[config.mk]
export PLATFORM = sky130hd
export DESIGN_NAME = shape_programmer_flat
export DESIGN_NICKNAME = d
export VERILOG_FILES = /design/src/rtl/shape_programmer_if.sv /design/src/rtl/shape_programmer.sv /design/src/flat_wrapper.sv
export SDC_FILE = /design/constraint.sdc
export NUM_CORES = 1
export LEC_CHECK = 0
export CAP_MARGIN = 20
export CORE_MARGIN = 4
export CORE_UTILIZATION = 28
export CTS_CLUSTER_SIZE = 8
export DETAILED_ROUTE_END_ITERATION = 7
export PLACE_DENSITY_LB_ADDON = 0.3
export SYNTH_ARGS = -nofsm -noshare
export SYNTH_HDL_FRONTEND = slang
export SYNTH_SLANG_ARGS = --single-unit
[constraint.sdc]
create_clock -name clk -period 2.7 [get_ports clk]
set_input_delay 0.27 -clock clk [delete_from_list [all_inputs] [get_ports clk]]
set_output_delay 0.27 -clock clk [all_outputs]
set_load 0.02 [all_outputs]
[src/rtl/shape_programmer_if.sv]
// Descriptor handshake bundle for shape_programmer.
// master: the descriptor source (drives cmd_valid and the cmd_* fields).
// slave:  the programmer (drives cmd_ready).
//   cmd_valid/cmd_ready  valid/ready handshake
//   cmd_shape            target stage index
//   cmd_mask             bit i set = write register ID i
//   cmd_xcoord..height   values for register IDs 0..3
//   cmd_color            value for register ID 4
interface shape_programmer_if #(
  parameter int COORD_W  = 12,
  parameter int DATA_W   = 12,
  parameter int NUM_REGS = 5
);
  logic                cmd_valid;
  logic                cmd_ready;
  logic [COORD_W-1:0]  cmd_shape;
  logic [NUM_REGS-1:0] cmd_mask;
  logic [COORD_W-1:0]  cmd_xcoord;
  logic [COORD_W-1:0]  cmd_ycoord;
  logic [COORD_W-1:0]  cmd_width;
  logic [COORD_W-1:0]  cmd_height;
  logic [DATA_W-1:0]   cmd_color;

  modport master (
    output cmd_valid, cmd_shape, cmd_mask, cmd_xcoord, cmd_ycoord,
           cmd_width, cmd_height, cmd_color,
    input  cmd_ready
  );

  modport slave (
    input  cmd_valid, cmd_shape, cmd_mask, cmd_xcoord, cmd_ycoord,
           cmd_width, cmd_height, cmd_color,
    output cmd_ready
  );
endinterface

[src/rtl/shape_programmer.sv]
// Head-of-chain initiator for the renderer programming protocol.
// Latches one shape descriptor and serialises it into per-register program
// beats (program=1, x=stage index, y=register ID, data=value), injected only
// during blanking. Otherwise the pixel stream passes through, registered.
// Ports:
//   clk, reset       clock, synchronous active-high reset
//   cmd              descriptor handshake (slave side)
//   blank_in         high = blanking, stream may be overwritten
//   x_in/y_in/data_in     pixel stream from scan generator
//   program_out/x_out/y_out/data_out  registered stream to first stage
//   busy             descriptor held and not fully sent
module shape_programmer #(
  parameter int COORD_W  = 12,
  parameter int DATA_W   = 12,
  parameter int NUM_REGS = 5
) (
  input  logic               clk,
  input  logic               reset,
  shape_programmer_if.slave  cmd,
  input  logic               blank_in,
  input  logic [COORD_W-1:0] x_in,
  input  logic [COORD_W-1:0] y_in,
  input  logic [DATA_W-1:0]  data_in,
  output logic               program_out,
  output logic [COORD_W-1:0] x_out,
  output logic [COORD_W-1:0] y_out,
  output logic [DATA_W-1:0]  data_out,
  output logic               busy
);
  localparam int ID_W = (NUM_REGS > 1) ? $clog2(NUM_REGS) : 1;

  typedef enum logic {IDLE, SEND} state_t;
  state_t state, state_n;

  // rem holds the mask bits still to be sent; the pointer is its lowest set bit
  logic [NUM_REGS-1:0] rem, rem_n;
  logic [COORD_W-1:0]  shape_q, xcoord_q, ycoord_q, width_q, height_q;
  logic [DATA_W-1:0]   color_q;
  logic [ID_W-1:0]     id;
  logic [DATA_W-1:0]   field;
  logic                ready, beat, accept;

  always_comb begin
    id = '0;
    for (int i = NUM_REGS - 1; i >= 0; i--)
      if (rem[i]) id = ID_W'(i);
  end

  always_comb begin
    field = color_q;
    case (id)
      ID_W'(0): field = DATA_W'(xcoord_q);
      ID_W'(1): field = DATA_W'(ycoord_q);
      ID_W'(2): field = DATA_W'(width_q);
      ID_W'(3): field = DATA_W'(height_q);
      default:  field = color_q;
    endcase
  end

  always_ff @(posedge clk) begin
    if (reset) state <= IDLE;
    else       state <= state_n;
  end

  always_comb begin
    state_n = state;
    rem_n   = rem;
    ready   = 1'b0;
    beat    = 1'b0;
    case (state)
      IDLE: begin
        ready = 1'b1;
        if (cmd.cmd_valid) state_n = SEND;
      end
      SEND: begin
        // an empty mask still spends one SEND cycle
        if (rem == '0) state_n = IDLE;
        else if (blank_in) begin
          beat  = 1'b1;
          rem_n = rem & ~(NUM_REGS'(1) << id);
          if (rem_n == '0) state_n = IDLE;
        end
      end
      default: state_n = IDLE;
    endcase
  end

  assign cmd.cmd_ready = ready & ~reset;
  assign accept        = cmd.cmd_valid & cmd.cmd_ready;
  assign busy          = (state == SEND);

  always_ff @(posedge clk) begin
    if (reset) begin
      program_out <= 1'b0;
      x_out       <= '0;
      y_out       <= '0;
      data_out    <= '0;
      rem         <= '0;
      shape_q     <= '0;
      xcoord_q    <= '0;
      ycoord_q    <= '0;
      width_q     <= '0;
      height_q    <= '0;
      color_q     <= '0;
    end else begin
      if (accept) begin
        rem      <= cmd.cmd_mask;
        shape_q  <= cmd.cmd_shape;
        xcoord_q <= cmd.cmd_xcoord;
        ycoord_q <= cmd.cmd_ycoord;
        width_q  <= cmd.cmd_width;
        height_q <= cmd.cmd_height;
        color_q  <= cmd.cmd_color;
      end else begin
        rem <= rem_n;
      end
      if (beat) begin
        program_out <= 1'b1;
        x_out       <= shape_q;
        y_out       <= COORD_W'(id);
        data_out    <= field;
      end else begin
        program_out <= 1'b0;
        x_out       <= x_in;
        y_out       <= y_in;
        data_out    <= data_in;
      end
    end
  end
endmodule

[src/flat_wrapper.sv]
// flat-port wrapper written by rule: the top's interface ports become plain ports
module shape_programmer_flat 
#(
  parameter int COORD_W  = 12,
  parameter int DATA_W   = 12,
  parameter int NUM_REGS = 5
)
  (clk, reset, blank_in, x_in, y_in, data_in, program_out, x_out, y_out, data_out, busy, cmd_cmd_valid, cmd_cmd_shape, cmd_cmd_mask, cmd_cmd_xcoord, cmd_cmd_ycoord, cmd_cmd_width, cmd_cmd_height, cmd_cmd_color, cmd_cmd_ready);
  shape_programmer_if #(.COORD_W(COORD_W), .DATA_W(DATA_W), .NUM_REGS(NUM_REGS)) cmd_i ();
  input  logic clk;
  input  logic reset;
  input  logic blank_in;
  input  logic [COORD_W-1:0] x_in;
  input  logic [COORD_W-1:0] y_in;
  input  logic [DATA_W-1:0] data_in;
  output logic program_out;
  output logic [COORD_W-1:0] x_out;
  output logic [COORD_W-1:0] y_out;
  output logic [DATA_W-1:0] data_out;
  output logic busy;
  input wire logic [$bits(cmd_i.cmd_valid)-1:0] cmd_cmd_valid;
  input wire logic [$bits(cmd_i.cmd_shape)-1:0] cmd_cmd_shape;
  input wire logic [$bits(cmd_i.cmd_mask)-1:0] cmd_cmd_mask;
  input wire logic [$bits(cmd_i.cmd_xcoord)-1:0] cmd_cmd_xcoord;
  input wire logic [$bits(cmd_i.cmd_ycoord)-1:0] cmd_cmd_ycoord;
  input wire logic [$bits(cmd_i.cmd_width)-1:0] cmd_cmd_width;
  input wire logic [$bits(cmd_i.cmd_height)-1:0] cmd_cmd_height;
  input wire logic [$bits(cmd_i.cmd_color)-1:0] cmd_cmd_color;
  output wire logic [$bits(cmd_i.cmd_ready)-1:0] cmd_cmd_ready;
  assign cmd_i.cmd_valid = cmd_cmd_valid;
  assign cmd_i.cmd_shape = cmd_cmd_shape;
  assign cmd_i.cmd_mask = cmd_cmd_mask;
  assign cmd_i.cmd_xcoord = cmd_cmd_xcoord;
  assign cmd_i.cmd_ycoord = cmd_cmd_ycoord;
  assign cmd_i.cmd_width = cmd_cmd_width;
  assign cmd_i.cmd_height = cmd_cmd_height;
  assign cmd_i.cmd_color = cmd_cmd_color;
  assign cmd_cmd_ready = cmd_i.cmd_ready;
  shape_programmer #(.COORD_W(COORD_W), .DATA_W(DATA_W), .NUM_REGS(NUM_REGS)) u_core (.clk(clk), .reset(reset), .cmd(cmd_i), .blank_in(blank_in), .x_in(x_in), .y_in(y_in), .data_in(data_in), .program_out(program_out), .x_out(x_out), .y_out(y_out), .data_out(data_out), .busy(busy));
endmodule
After elaboration in Yosys (flattened, before gate mapping)
Index checks and enable logic that the tools add are counted.
- output and inout bits: 39
- logic and storage cells: 54
- bits of input ports: 117
- flip-flop bits (word level): 115
- equal/unequal tests: 4
- reduce and logical (&&, ||, !) cells: 7
- multiplexer cells: 23
- shift operators: 1
- bitwise logic cells: 6
- operator list (operator ; number):
    $pmux W12 S4 ; 1
    $mux W12 ; 2
    $mux W5 ; 4
    $mux W3 ; 6
    $logic_not A5 Y1 ; 2
    $mux W1 ; 9
    $eq A3 B2 Y1 const B ; 2
    $and A5 B5 Y5 ; 1
    $not A5 Y5 ; 1
    $shl A1 B3 Y5 const A ; 1
    $reduce_bool A2 Y1 ; 2
    $eq A3 B1 Y1 const B ; 1
    $logic_not A3 Y1 ; 1
    $reduce_and A3 Y1 ; 1
    $and A1 B1 Y1 ; 2
    $ne A2 B1 Y1 const B ; 1
    $not A1 Y1 ; 2
    $pmux W1 S2 ; 1
    $reduce_or A2 Y1 ; 1

Depth between registers and ports, before layout
Gate-level depths: netlist of the first run.
- word-level depth: 13
- mapped depth: 7
- gate-level depth less buffers: 4

Worst setup path after synthesis of the first run
OpenSTA, ideal clock, no wires.
- path kind: input to output
- start point: input port reset
- end point: output port cmd_cmd_ready
- path buffers: 3
- cell stages on the path: 4
- setup slack: 1.123 ns
- arrival time: 1.307 ns
- cell sequence: buf_2 buf_1 clkbuf_1 nor2_1
- longest elaborated chain between the ends: 2
- ends and longest elaborated chain (element ; line ; source):
    from (decl) ; flat_wrapper.sv:11 ; input logic reset;
    $not A1 Y1 ; shape_programmer.sv:88 ; assign cmd.cmd_ready = ready & ~reset;
    $and A1 B1 Y1 ; shape_programmer.sv:88 ;
    to (decl) ; flat_wrapper.sv:29 ; output wire logic [$bits(cmd_i.cmd_ready)-1:0] cmd_cmd_ready;
Every way passes these cells.

Worst setup path in the final report of the first run
- start point: register u_core.rem[3]
- end point: register u_core.data_out[8]
- longest elaborated chain between the ends: 7
- elaborated cells on any way between the ends: 13
- those cells by class: eq/ne (3); mux (8); reduce/logical (2)
- ends and longest elaborated chain (element ; line ; source):
    from (decl) ; shape_programmer.sv:36 ; logic [NUM_REGS-1:0] rem, rem_n;
    from (signal assigned) ; shape_programmer.sv:107 ; rem <= cmd.cmd_mask;
    from (signal assigned) ; shape_programmer.sv:115 ; rem <= rem_n;
    $mux W3 (4 in series) ; shape_programmer.sv:46 ; if (rem[i]) id = ID_W'(i);
    $eq A3 B2 Y1 (tied with other cells) ; shape_programmer.sv:51 ; case (id)
    $pmux W12 S4 ; shape_programmer.sv:51 ;
    $mux W12 (*) ; shape_programmer.sv:117 ; if (beat) begin
    to (signal assigned) ; shape_programmer.sv:121 ; data_out <= field;
    to (signal assigned) ; shape_programmer.sv:126 ; data_out <= data_in;
    to (decl) ; shape_programmer.sv:27 ; output logic [DATA_W-1:0] data_out,
Mark *: on every way between the ends. The rest lies on a longest branch, timed or not.
A chain may end at the register's enable or synchronous reset.

==> flow_metrics.py, run 1 <==
metrics = {
    "status": {
        "status": "completed",
    },
    "worst_setup_path": {
        "critPathLaunchType": "register",
        "rrSetupSlack_ns": 0.69,
        "cp.arrival_ns": 2.30,
        "cp_max_fo": 20,
        "reg2regPathDepth": 4,
        "worst_r2r_endpoint": "u_core.data_out[8]",
        "required_ns": 2.98,
        "cp-end-kind": "register",
        "r2r-start": "u_core.rem[3]",
        "critical_path_class": "reg -> reg",
    },
    "cts": {
        "cts_setup_buffers": 0,
        "cts.path.max_buffers": 2,
        "cts_buffers": 17,
        "clkTransAtPathRegs_ns": 0.05,
        "cts_tree": "built",
        "htree_levels": 4,
        "clk_latency_ns": 0.41,
        "cts_hold_buf": 0,
        "cts.sinks": 115,
        "post_cts_resize_count": 0,
        "cts_root_buf": "clkbuf_16",
    },
    "placement": {
        "io_buffer_count": 155,
        "gp_congestion": 0.8029,
        "hpwl_um": 10330,
    },
    "power_and_ir_drop": {
        "total_leakage_power_nw": 2.577,
        "power_mw": 4.723,
        "powerDensity_mw_per_mm2": 686.9,
        "irDropWorstVdd_mv": 0.4807,
    },
    "worst_hold_path": {
        "hold_path_end": "u_core.x_out[4]",
        "hold_path.class": "in -> reg",
        "hold_depth": 2,
        "min_from": "reset",
    },
    "floorplanning": {
        "core_area_mm2": 0.01600,
        "dieArea_mm2": 0.01862,
        "initial_utilization_pct": 28.87,
        "ios": 156,
        "rows": 46,
        "die_w_um": 136.4,
        "dieHeight_um": 136.4,
    },
    "synth": {
        "netlist_top_cells_area": "dfxtp_1 (50%), nand2_1 (15%), o21ai_0 (7.7%)",
        "synth_top_family_by_area": "simple AND/OR/NAND/NOR gates",
        "yosysSeqAreaShare_pct": 49.84,
        "ys_seq_elements": 115,
        "synth_compound_area_share_pct": 21.21,
        "synth_top_cell_area_share_pct": 49.84,
        "yosys.area.top_type": "dfxtp_1",
        "synth_async_sr_flop_share_pct": 0,
        "synthSimpleGateAreaFrac_pct": 23.00,
        "synthAdderAreaFrac_pct": 0.2167,
        "yosysUniqueCellTypes": 41,
        "synthesis.instances": 567,
        "synthesis.area_mm2": 0.004619,
        "synth_edf_count": 0,
        "avgSynthCellArea_um2": 8.147,
        "ys.flop_type": "dfxtp_1",
        "synthXorXnorAreaFrac_pct": 0,
        "yosysWarnings": 0,
        "synth.area.mux_share_pct": 0.2167,
        "syn-num-nets": 684,
    },
    "route": {
        "post_drt_wl_per_cell_um": 14.93,
        "routed_via_density": 4.633,
        "antenna_left": 0,
        "drtPass1Iterations": 5,
        "drt_iter0_markers": 300,
        "routed_wl_um": 13900,
        "vias": 4313,
        "drc": 0,
    },
    "sta": {
        "setup_viol": 0,
        "post-route-period-util_pct": 74.61,
        "grt_setup_unrepaired": "no",
        "fmaxAchievable_mhz": 496.4,
        "min_period_ns": 2.015,
        "fin_setup_tns_ns": 0,
        "worstMarginPinSlew_ns": 0.7375,
        "final.setup_skew_ns": 0.004753,
        "relSlewSlack_pct": 50.76,
        "hold_violations": 0,
        "holdWs_ns": 0.1226,
        "slew_viol_final": 0,
    },
    "layout": {
        "antennaDiodeCount": 0,
        "fillers": 1569,
        "final_common_cell": "nand2_1",
        "nets": 820,
        "layout_common_cells": "nand2_1 (189), clkdlybuf4s50_1 (154), dfxtp_1 (115), o21ai_0 (71), a21oi_1 (35)",
        "area_growth_pct": 48.84,
        "layout-drive-gt1-share_pct": 8.112,
    },
    "global_route": {
        "grt_max_degree": 101,
        "grt_overflow": 0,
        "grt_use_total_pct": 15.04,
        "grt_pass1_vias": 4197,
        "grt_pass1_wl_um": 21580,
        "antenna_found_initial": 1,
    },
    "flow_run": {
        "drv_cap": 0,
    },
}
## metal layers
metal	part of all wire, %	GRT usage, %	vias up
met1	45	18.87	1932
met4	2.6	6.775	2
met3	7.0	4.589	27
met2	45	23.75	161
li1	-	-	2191
met5	0.10	0	-
## how the worst max path moves through the flow
stage | startpoint | slack, ns | to | depth (start not counted)
floorplan | reset | 1.12 | cmd_cmd_ready | 4
global placement | blank_in | 0.72 | u_core.y_out[0] | 5
detailed placement | blank_in | 0.68 | u_core.y_out[0] | 5
CTS | u_core.rem[1] | 0.66 | u_core.data_out[8] | 4
global route | u_core.rem[3] | 0.48 | u_core.data_out[8] | 4
finish | u_core.rem[3] | 0.69 | u_core.data_out[8] | 4
## stage by stage
stage | setup WS [ns] | util (%) | instances | area [µm²]
3_5_place_dp | 0.6789 | 39.32 | 900 | 6291
3_3_place_gp | 0.7174 | 39.32 | 900 | 6291
6_report | 0.6855 | 42.97 | 931 | 6875
4_1_cts | 0.6607 | 42.97 | 931 | 6875
2_1_floorplan | 1.123 | - | 567 | 4619
5_1_grt | 0.4807 | 42.97 | 931 | 6875
## cells in the mapped netlist (3+ instances only)
cell and instances:
o21ai_1 3, and3_1 9, o41ai_2 9, a21oi_1 35, buf_2 15, nor2b_1 4, nand3_1 13, nor2_1 17
nand3b_1 3, inv_1 3, buf_4 5, buf_6 4, nand2_1 189, a211oi_1 12, nor3_1 4, dfxtp_1 115
clkbuf_1 21, o21ai_0 71, o211ai_1 3, a22o_1 9
## kinds of logic after synthesis
| family | Yosys count |
|---|---|
| compound gates | 152 |
| fa+ha+maj | 1 |
| buf+inv | 50 |
| flops | 115 |
| mux | 1 |
| simple gates | 248 |
## where the power goes
part | internal, mW | switching [mW] | leakage [nW]
clock | 1.46 | 0.761 | 0.283
sequential | 1.82 | 0.0761 | 0.951
combinational | 0.316 | 0.286 | 1.34
total | 3.60 | 1.12 | 2.58
## area by class of cell
| class | instances | area [µm²] | area share [%] |
|---|---|---|---|
| Inverter | 3 | 11.26 | 0.1638 |
| Multi-Input combinational cell | 402 | 2068 | 30.08 |
| Tap cell | 216 | 270.3 | 3.931 |
| Sequential cell | 115 | 2302 | 33.49 |
| Clock inverter | 10 | 133.9 | 1.947 |
| Timing Repair Buffer | 164 | 1639 | 23.84 |
| Clock buffer | 21 | 450.4 | 6.551 |
## critical path, cell delays in order, from the launching register on
cell and delay, ns:
dfxtp_1 0.74, nor4_1 0.13, or2_2 0.42, a211oi_1 0.44, o21ai_0 0.14
Power figures use the tool's default switching activity.
==> run 2, diff against run 1 <==
Clock period 2.7 ns to 2.1 ns, I/O delays scaled along.
==> flow_metrics.py, run 2 (synthesized netlist as in run 1, its figures left out) <==
metrics = {
    "status": {
        "status": "completed",
    },
    "floorplanning": {
        "rows": 46,
        "initial_utilization_pct": 28.87,
        "core_area_mm2": 0.01600,
        "ios": 156,
        "dieArea_mm2": 0.01862,
        "dieHeight_um": 136.4,
        "die_w_um": 136.4,
    },
    "cts": {
        "htree_levels": 4,
        "cts_hold_buf": 0,
        "cts_setup_buffers": 0,
        "clk_latency_ns": 0.41,
        "clkTransAtPathRegs_ns": 0.06,
        "cts.sinks": 115,
        "post_cts_resize_count": 0,
        "cts_buffers": 17,
        "cts_root_buf": "clkbuf_16",
        "cts.path.max_buffers": 2,
        "cts_tree": "built",
    },
    "worst_hold_path": {
        "min_from": "reset",
        "hold_path.class": "in -> reg",
    },
    "sta": {
        "post-route-period-util_pct": 89.74,
        "grt_setup_unrepaired": "no",
        "fin_setup_tns_ns": 0,
        "fmaxAchievable_mhz": 530.6,
        "min_period_ns": 1.885,
        "hold_violations": 0,
        "slew_viol_final": 0,
        "worstMarginPinSlew_ns": 0.6067,
        "final.setup_skew_ns": 0.007565,
        "setup_viol": 0,
        "relSlewSlack_pct": 59.47,
    },
    "power_and_ir_drop": {
        "powerDensity_mw_per_mm2": 880.0,
        "irDropWorstVdd_mv": 0.5311,
        "total_leakage_power_nw": 2.609,
    },
    "layout": {
        "final_common_cell": "nand2_1",
        "layout_common_cells": "nand2_1 (189), clkdlybuf4s50_1 (154), dfxtp_1 (115), o21ai_0 (71), a21oi_1 (35)",
        "final_util_pct": 43.37,
        "stdcell_area_mm2": 0.006939,
        "nets": 824,
        "antennaDiodeCount": 0,
        "layout-drive-gt1-share_pct": 8.762,
        "area_growth_pct": 50.22,
    },
    "global_route": {
        "grt_pass1_vias": 4385,
        "grt_pass1_wl_um": 22460,
        "grt_max_degree": 53,
        "grt_overflow": 0,
        "grt_use_total_pct": 15.66,
        "antenna_found_initial": 1,
    },
    "worst_setup_path": {
        "critPathSlowestCell": "nor2b_1",
        "startpoint": "u_core.rem[1]",
        "critPathLaunchType": "register",
        "r2r-start": "u_core.rem[1]",
        "critical_path_class": "reg -> reg",
        "cp.arrival_ns": 2.19,
        "cp_top_family": "compound AO/OA/AOI/OAI gates",
        "cp_max_fo": 11,
        "required_ns": 2.41,
        "critPathMaxStageDelay_ns": 0.52,
        "crit_path_cell_trace": "buf_4 > nor2b_1 > a22o_1 > a211oi_1 > o41ai_2",
        "cp-end-kind": "register",
        "critPathBufInv": 1,
    },
    "placement": {
        "gp_congestion": 0.8690,
        "postPlaceCellArea_mm2": 0.006346,
        "io_buffer_count": 155,
        "hpwl_um": 10740,
    },
    "route": {
        "vias": 4394,
        "post_drt_wl_per_cell_um": 15.45,
        "routed_wl_um": 14440,
        "antenna_left": 0,
        "drt_iter0_markers": 341,
        "routed_via_density": 4.699,
        "drtPass1Iterations": 4,
        "drc": 0,
    },
    "flow_run": {
        "drv_cap": 0,
    },
}
[run 2: worst paths after layout]
path	to	slack (ns)	cells after the start
setup / recovery	u_core.data_out[6]	0.22	5
setup reg to reg	u_core.data_out[6]	0.22	5
hold / removal	u_core.y_out[2]	0.21	2
hold reg to reg	u_core.x_out[4]	0.46	2
[run 2: cell type report]
type	instances	area (µm²)
inverter	3	11.26
multi-input combinational	402	2068
fill	1589	9061
tap	216	270.3
timing repair buffer	168	1694
clock buffer	21	460.4
clock inverter	10	132.6
sequential	115	2302
[run 2: report_power, final]
group / internal (mW) / switching, mW
logic: 0.416 / 0.383
clock network: 1.91 / 0.962
registers: 2.34 / 0.0927
[run 2: metrics by stage]
stage / setup WS (ns) / hold WS, ns / power [mW] / std cells
floorplan: 0.5762 / 0.3185 / 2.847 / 567
global route: 0.01364 / 0.2374 / 6.360 / 935
global placement: 0.2040 / 0.4431 / 3.265 / 904
detailed placement: 0.1450 / 0.4479 / 3.279 / 904
CTS: 0.2171 / 0.1932 / 6.172 / 935
finish: 0.2155 / 0.2069 / 6.107 / 935
[run 2: metal layers]
metal	share of wire (%)	wire (µm)	global-route usage [%]
met1	44	6379	19.83
met2	46	6660	24.71
met3	7.9	1144	5.625
met4	1.7	240	5.375
met5	0.12	18	0
==> run 3, diff against run 2 <==
Settings changed: RECOVER_POWER from default to 50, SLEW_MARGIN from default to 20.
==> flow_metrics.py, run 3 (synthesized netlist as in run 1, its figures left out) <==
metrics = {
    "status": {
        "status": "completed",
    },
    "layout": {
        "fillers": 1590,
        "area_growth_pct": 49.59,
        "final_util_pct": 43.19,
        "multi_input_area_mm2": 0.002057,
        "layout_common_cells": "nand2_1 (189), clkdlybuf4s50_1 (145), dfxtp_1 (115), o21ai_0 (73), a21oi_1 (35)",
        "stdcell_area_mm2": 0.006910,
        "layout-drive-gt1-share_pct": 8.623,
        "nets": 824,
        "antennaDiodeCount": 0,
        "seqCellArea_mm2": 0.002302,
        "instances_no_fill": 935,
        "final_common_cell": "nand2_1",
    },
    "sta": {
        "grt_setup_unrepaired": "no",
        "final.setup_skew_ns": 0.007660,
        "hold_violations": 0,
        "fmaxAchievable_mhz": 528.5,
        "worst_slack_ns": 0.2078,
        "setup_viol": 0,
        "relSlewSlack_pct": 55.93,
        "holdWs_ns": 0.1963,
        "fin_setup_tns_ns": 0,
        "min_period_ns": 1.892,
        "slew_viol_final": 0,
        "worstMarginPinSlew_ns": 0.6610,
        "post-route-period-util_pct": 90.10,
    },
    "worst_setup_path": {
        "critical_path_class": "reg -> reg",
        "r2r-start": "u_core.rem[1]",
        "startpoint": "u_core.rem[1]",
        "rrSetupSlack_ns": 0.21,
        "required_ns": 2.41,
        "critPathLaunchType": "register",
        "reg2regPathDepth": 5,
        "cp.arrival_ns": 2.20,
        "cp_max_fo": 11,
        "worst_r2r_endpoint": "u_core.data_out[6]",
        "cp-end-kind": "register",
    },
    "global_route": {
        "antenna_found_initial": 1,
        "grt_pass1_vias": 4385,
        "grt_max_degree": 53,
        "grt_overflow": 0,
        "grt_pass1_wl_um": 22460,
        "grt_use_total_pct": 15.66,
    },
    "flow_run": {
        "drv_cap": 0,
    },
    "cts": {
        "cts_root_buf": "clkbuf_16",
        "cts_setup_buffers": 0,
        "cts_hold_buf": 0,
        "post_cts_resize_count": 0,
        "cts.sinks": 115,
        "cts_tree": "built",
        "cts.path.max_buffers": 2,
        "clk_latency_ns": 0.41,
        "htree_levels": 4,
        "clkTransAtPathRegs_ns": 0.06,
        "cts_buffers": 17,
    },
    "route": {
        "drt_iter0_markers": 328,
        "vias": 4375,
        "routed_wl_um": 14370,
        "antenna_left": 0,
        "routed_via_density": 4.679,
        "post_drt_wl_per_cell_um": 15.37,
        "drtPass1Iterations": 5,
        "drc": 0,
    },
    "placement": {
        "postPlaceCellArea_mm2": 0.006346,
        "dpl_worst_slack_ns": 0.1450,
        "dp_cells": 904,
        "io_buffer_count": 155,
        "hpwl_um": 10740,
        "gp_congestion": 0.8690,
    },
    "floorplanning": {
        "initial_utilization_pct": 28.87,
        "dieArea_mm2": 0.01862,
        "core_area_mm2": 0.01600,
        "die_w_um": 136.4,
        "dieHeight_um": 136.4,
        "rows": 46,
        "ios": 156,
    },
    "worst_hold_path": {
        "hold_depth": 2,
        "min_from": "reset",
        "hold_path_end": "u_core.y_out[2]",
        "hold_path.class": "in -> reg",
    },
    "power_and_ir_drop": {
        "powerDensity_mw_per_mm2": 881.5,
        "total_leakage_power_nw": 2.619,
        "irDropWorstVdd_mv": 0.5326,
        "power_mw": 6.092,
    },
}
==> run 3: cell count changes in the layout (fill, tap and decap cells not counted) <==
cell | previous run | this run
buf_12 | 4 | 3
buf_4 | 9 | 7
clkbuf_2 | 0 | 2
clkbuf_4 | 0 | 1
clkdlybuf4s50_1 | 154 | 145
dlygate4sd3_1 | 0 | 9
nor3b_1 | 0 | 1
nor3b_4 | 2 | 1
o21ai_0 | 71 | 73
o21ai_1 | 3 | 1
==> run 3: worst max-delay path by stage <==
| stage | end |
|---|---|
| 2_1_floorplan | u_core.data_out[10] |
| 3_3_place_gp | u_core.data_out[11] |
| 3_5_place_dp | u_core.data_out[11] |
| 4_1_cts | u_core.data_out[11] |
| 5_1_grt | u_core.data_out[6] |
| 6_report | u_core.data_out[6] |
==> run 3: worst max-delay path, cell delays in order, from the launching register on <==
cell and delay [ns]:
dfxtp_1 0.46, buf_4 0.24, nor2b_1 0.53, a22o_1 0.22
a211oi_1 0.06, o41ai_2 0.28
==> run 3: report_power, final <==
| group | internal, mW | leakage (nW) | switching, mW |
|---|---|---|---|
| logic | 0.407 | 1.38 | 0.381 |
| clock network | 1.91 | 0.285 | 0.961 |
| registers | 2.34 | 0.951 | 0.0909 |
| total | 4.66 | 2.62 | 1.43 |
==> run 3: metal layers <==
| metal | wire length [µm] | global-route usage, % |
|---|---|---|
| met1 | 6407 | 19.83 |
| met2 | 6610 | 24.71 |
| met3 | 1066 | 5.625 |
| met4 | 271 | 5.375 |
| met5 | 18 | 0 |
==> run 3: layout make-up <==
class	instances	share of cell area, %
flip-flops and latches	115	33.32
multi-input cells	402	29.77
repair buffers	168	24.26
clock buffers	21	6.663
well taps	216	3.911
clock inverters	10	1.919
inverters	3	0.1630
